==> src/rtl/mux_arb_pkg.sv <==
// Shared types and helpers for the two-requester burst arbiter.
package mux_arb_pkg;

  typedef enum logic [1:0] {
    IDLE   = 2'd0,
    GRANT0 = 2'd1,
    GRANT1 = 2'd2
  } arb_state_t;

  localparam logic SEL_DIN0 = 1'b0;
  localparam logic SEL_DIN1 = 1'b1;

  // Room for 0..MAX_BURST so the beat counter can never wrap.
  function automatic int cnt_width(input int max_burst);
    return $clog2(max_burst + 1);
  endfunction

endpackage

==> src/rtl/mux_arb_beat_cnt.sv <==
// Per-grant beat counter; o_tc flags the beat that must close the burst.
module mux_arb_beat_cnt
  import mux_arb_pkg::*;
#(
  parameter int MAX_BURST = 16
) (
  input  logic clk,
  input  logic rst,
  input  logic i_inc,
  input  logic i_clr,
  output logic o_tc
);

  localparam int CW = cnt_width(MAX_BURST);
  localparam logic [CW-1:0] TC_VAL = CW'(MAX_BURST - 1);

  logic [CW-1:0] r_cnt;
  logic          w_tc;

  assign w_tc = (r_cnt == TC_VAL);
  assign o_tc = w_tc;

  // Clear wins over increment; the hold at terminal count keeps the value in range.
  always_ff @(posedge clk or posedge rst) begin
    if (rst) begin
      r_cnt <= '0;
    end else if (i_clr) begin
      r_cnt <= '0;
    end else if (i_inc && !w_tc) begin
      r_cnt <= r_cnt + CW'(1);
    end
  end

endmodule

==> src/rtl/mux_arbiter.sv <==
// Round-robin burst arbiter driving the shared 2:1 data mux and its select.
//   state  | meaning
//   IDLE   | no grant, readies low, arbitrating on valids and ptr
//   GRANT0 | din_0 passed through until burst end
//   GRANT1 | din_1 passed through until burst end
module mux_arbiter
  import mux_arb_pkg::*;
#(
  parameter int WIDTH     = 8,
  parameter int MAX_BURST = 16
) (
  input  logic             clk,
  input  logic             rst,
  input  logic [WIDTH-1:0] din_0_data,
  input  logic             din_0_valid,
  input  logic             din_0_last,
  output logic             din_0_ready,
  input  logic [WIDTH-1:0] din_1_data,
  input  logic             din_1_valid,
  input  logic             din_1_last,
  output logic             din_1_ready,
  output logic [WIDTH-1:0] mux_out_data,
  output logic             mux_out_valid,
  output logic             mux_out_last,
  input  logic             mux_out_ready,
  output logic             sel,
  output logic             busy
);

  arb_state_t r_state, w_state_nxt;
  logic       r_sel, w_sel_nxt;
  logic       r_ptr, w_ptr_nxt;
  logic       w_xfer, w_end, w_tc;

  mux_arb_beat_cnt #(.MAX_BURST(MAX_BURST)) u_beat_cnt (
    .clk   (clk),
    .rst   (rst),
    .i_inc (w_xfer),
    .i_clr (w_end),
    .o_tc  (w_tc)
  );

  always_ff @(posedge clk or posedge rst) begin
    if (rst) begin
      r_state <= IDLE;
      r_sel   <= SEL_DIN0;
      r_ptr   <= SEL_DIN0;
    end else begin
      r_state <= w_state_nxt;
      r_sel   <= w_sel_nxt;
      r_ptr   <= w_ptr_nxt;
    end
  end

  always_comb begin
    w_state_nxt   = r_state;
    w_sel_nxt     = r_sel;
    w_ptr_nxt     = r_ptr;
    w_xfer        = 1'b0;
    w_end         = 1'b0;
    din_0_ready   = 1'b0;
    din_1_ready   = 1'b0;
    mux_out_valid = 1'b0;
    mux_out_last  = 1'b0;
    unique case (r_state)
      IDLE: begin
        if (din_0_valid && (!din_1_valid || r_ptr == SEL_DIN0)) begin
          w_state_nxt = GRANT0;
          w_sel_nxt   = SEL_DIN0;
        end else if (din_1_valid) begin
          w_state_nxt = GRANT1;
          w_sel_nxt   = SEL_DIN1;
        end
      end
      GRANT0: begin
        mux_out_valid = din_0_valid;
        din_0_ready   = mux_out_ready;
        mux_out_last  = din_0_last | w_tc;
        w_xfer        = din_0_valid & mux_out_ready;
        w_end         = w_xfer & (din_0_last | w_tc);
        // Hand straight over when the other side is waiting, avoiding an IDLE bubble.
        if (w_end) begin
          w_ptr_nxt = SEL_DIN1;
          if (din_1_valid) begin
            w_state_nxt = GRANT1;
            w_sel_nxt   = SEL_DIN1;
          end else begin
            w_state_nxt = IDLE;
          end
        end
      end
      GRANT1: begin
        mux_out_valid = din_1_valid;
        din_1_ready   = mux_out_ready;
        mux_out_last  = din_1_last | w_tc;
        w_xfer        = din_1_valid & mux_out_ready;
        w_end         = w_xfer & (din_1_last | w_tc);
        if (w_end) begin
          w_ptr_nxt = SEL_DIN0;
          if (din_0_valid) begin
            w_state_nxt = GRANT0;
            w_sel_nxt   = SEL_DIN0;
          end else begin
            w_state_nxt = IDLE;
          end
        end
      end
      default: w_state_nxt = IDLE;
    endcase
  end

  assign mux_out_data = (r_sel == SEL_DIN1) ? din_1_data : din_0_data;
  assign sel          = r_sel;
  assign busy         = (r_state != IDLE);

endmodule

==> config.mk <==
export PLATFORM = sky130hd
export DESIGN_NAME = mux_arbiter
export DESIGN_NICKNAME = d
export VERILOG_FILES = /design/src/rtl/mux_arb_pkg.sv /design/src/rtl/mux_arb_beat_cnt.sv /design/src/rtl/mux_arbiter.sv
export SDC_FILE = /design/constraint.sdc
export NUM_CORES = 1
export LEC_CHECK = 0
export ABC_AREA = 1
export CAP_MARGIN = 15
export CELL_PAD_IN_SITES_DETAIL_PLACEMENT = 1
export CELL_PAD_IN_SITES_GLOBAL_PLACEMENT = 2
export CORE_UTILIZATION = 21
export CTS_CLUSTER_DIAMETER = 40
export DETAILED_ROUTE_END_ITERATION = 10
export PLACE_DENSITY = 0.77
export SYNTH_ARGS = -nofsm -noshare
export SYNTH_HDL_FRONTEND = slang
export SYNTH_SLANG_ARGS = --single-unit
==> constraint.sdc <==
create_clock -name clk -period 1.9 [get_ports clk]
set_input_delay 0.38 -clock clk [delete_from_list [all_inputs] [get_ports clk]]
set_output_delay 0.38 -clock clk [all_outputs]
set_load 0.01 [all_outputs]
==> reports/results.txt <==
commonest non-fill, non-tap cell in the layout -> nand2_1
CP startpoint -> u_beat_cnt.r_cnt[0]
drt initial violations -> 10
Worst Hold Class -> input port to asynchronous set/reset pin
total number of vias -> 1018
Slew Limit Fails -> 0
clk slew on worst S/H paths -> 0.05 ns
vias in the first global route -> 1060
maxcap violations -> 0
RSZ-0062 raised after global routing -> true
Site Rows -> 22
Pleak -> 0.7875 nW
Final TNS setup -> -0.05851 ns
clk_lat worst skew -> 0.24 ns
largest net degree at the start of global routing -> 10
PortBufs -> 36
Final Non-Filler Cells -> 239
Post-DRT Antenna Nets -> 0
I/O pins -> 37
final design utilization -> 0.4078
failing checks -> negative setup slack
Cells after DPL -> 227
Setup crit end -> mux_out_last
r2r endpoint -> u_beat_cnt.r_cnt[0]
Core Area -> 3771 µm²
Slew HR -> 0.7482
outcome -> complete, but fails checks
worst vdd ir -> 537.2 µV
mapped cell area -> 844.6 µm²
Starting Density -> 0.2240
most frequent cells in the layout -> nand2_1 (36), buf_4 (29), clkdlybuf4s50_1 (23), inv_1 (22), dlygate4sd2_1 (9)
Final period util -> 1.031
clock root buffer -> clkbuf_8
DP Wirelength -> 2453 µm
setup violators final -> 1
gr usage total -> 0.1517
CTS buffer count -> 3
vias per cell -> 4.259
ratio of cells with drive above 1 in the final layout -> 0.3298
CTS tree -> done
antenna violations before repair -> 0
skew final -> 0.002978 ns
RD Place Congestion -> 0.7793
clock sink count -> 9
count of final hold-check violations -> 0
Max Clk Rate -> 510.6 MHz
PnR worst setup slack -> -0.05851 ns
total congestion overflow -> 0
crit path max fanout -> 2
Die W -> 65.42 µm
clock tree buffer depth -> 2
arrival time worst endpoint -> 1.58 ns
first-pass GRT wire length -> 4823 µm
drt pass-1 iters -> 2
Worst Hold Slack -> 0.4222 ns
Syn Area/Cell -> 6.811 µm²
P per Cell Area -> 1064 nW/µm²
fin nets -> 221
Yosys reg bits -> 9
Setup CP Type -> flop to output pin
post-synthesis sequential area ratio -> 0.2667
r2r setup slk -> 0.12 ns
Area Growth Syn to Fin -> 82.07%
DRC -> 0
Synth Instances -> 124
CP Data Required Time -> 1.52 ns
Worst Max-Slew Pin Slew -> 0.3773 ns
Yosys cell types -> 20
CTS H-tree lvls -> 1
min cycle time layout -> 1.959 ns
Total Wirelength -> 2949 µm
Fill cells -> 475
DIE HEIGHT -> 65.42 µm
Die ar. -> 4279 µm²
Crit Reg-Reg Startpoint -> u_beat_cnt.r_cnt[1]
Ys Warns -> 0
startpoint class of the critical path -> flop
n_diodes -> 0
routed len/inst -> 12.34 µm
# hold bufs at CTS -> 0
FF-to-FF path depth -> 13
endpoint class of the critical path -> output pin
dpl ws -> -0.2486 ns
Post-Syn Nets -> 153
state kept, by name, indices dropped and copies added (netlist names):
register	count
r_ptr	1
sel	1
u_beat_cnt.r_cnt	5
r_state	2
cell type report:
class	instances	area, µm²	share of cell area
Tap cell	48	60.06	0.03906
Sequential cell	9	226.5	0.1473
Inverter	23	86.33	0.05614
Clock buffer	4	45.04	0.02929
Timing Repair Buffer	65	556.8	0.3621
Multi-Input combinational cell	90	563.0	0.3662
routing by layer:
metal | track usage | part of all wire | vias to the layer above
met2 | 0.3028 | 0.53 | 31
li1 | - | - | 520
met3 | 0.03472 | 0.071 | 5
met4 | 0.04891 | 0.014 | 0
met1 | 0.1504 | 0.39 | 462
met5 | 0 | 0 | -
worst min path at each step:
stage               cells after the start  slack [ns]    end  startpoint
detailed placement                      2        0.52  r_ptr       r_ptr
CTS                                     2        0.44  r_ptr         rst
global route                            2        0.45  r_ptr         rst
global placement                        2        0.51  r_ptr       r_ptr
finish                                  2        0.42  r_ptr         rst
floorplan                               1        0.21  r_ptr         rst
where the power goes:
part | internal, W | switching (W)
clock | 0.000147 | 0.0000803
sequential | 0.000256 | 0.0000393
combinational | 0.000567 | 0.000546
total | 0.000970 | 0.000666
cell usage after synthesis:
master,number,share of area
a21oi_1,8,0.047
o21ai_0,1,0.0059
buf_4,1,0.0089
xnor2_1,1,0.010
buf_2,1,0.0059
inv_1,23,0.10
xor2_1,1,0.010
nand3_4,1,0.021
nand2_1,41,0.18
ha_1,6,0.089
nand3_1,4,0.024
nor2_1,5,0.022
nand4_1,2,0.015
mux2_2,8,0.11
nand3b_1,1,0.0089
nand2_2,3,0.022
dfrtp_1,9,0.27
nor2_2,3,0.022
nor3_1,2,0.012
o21ai_1,3,0.018
what timing repair did:
action                                  CTS  global route
endpoints found under the setup margin   13            11
pin swaps                                 0             6
buffers inserted                          4             4
resized for setup                        22            15
kinds of logic after synthesis:
kind of cell,Yosys count,synth area share
flip-flops,9,0.2667
XOR/XNOR,2,0.02074
multiplexers,8,0.1067
AO/OA/AOI/OAI,12,0.07110
buffers and inverters,25,0.1170
AND/OR/NAND/NOR,62,0.3289
adder cells (fa/ha/maj),6,0.08889
stage by stage:
step	total power (W)	cell area, µm²
floorplan	0.0008546	844.6
global placement	0.001312	1410
detailed placement	0.001357	1410
CTS	0.001621	1490
global route	0.001793	1538
finish	0.001636	1538
critical path, stage by stage (launching register included):
cell     delay, ns
dfrtp_1       0.35
ha_2          0.20
nand2_2       0.06
nor2_2        0.11
ha_2          0.19
inv_2         0.04
nand2_2       0.07
nand2_2       0.06
a21oi_2       0.12
buf_2         0.14
Note: power is estimated with default switching activity, not from simulation.
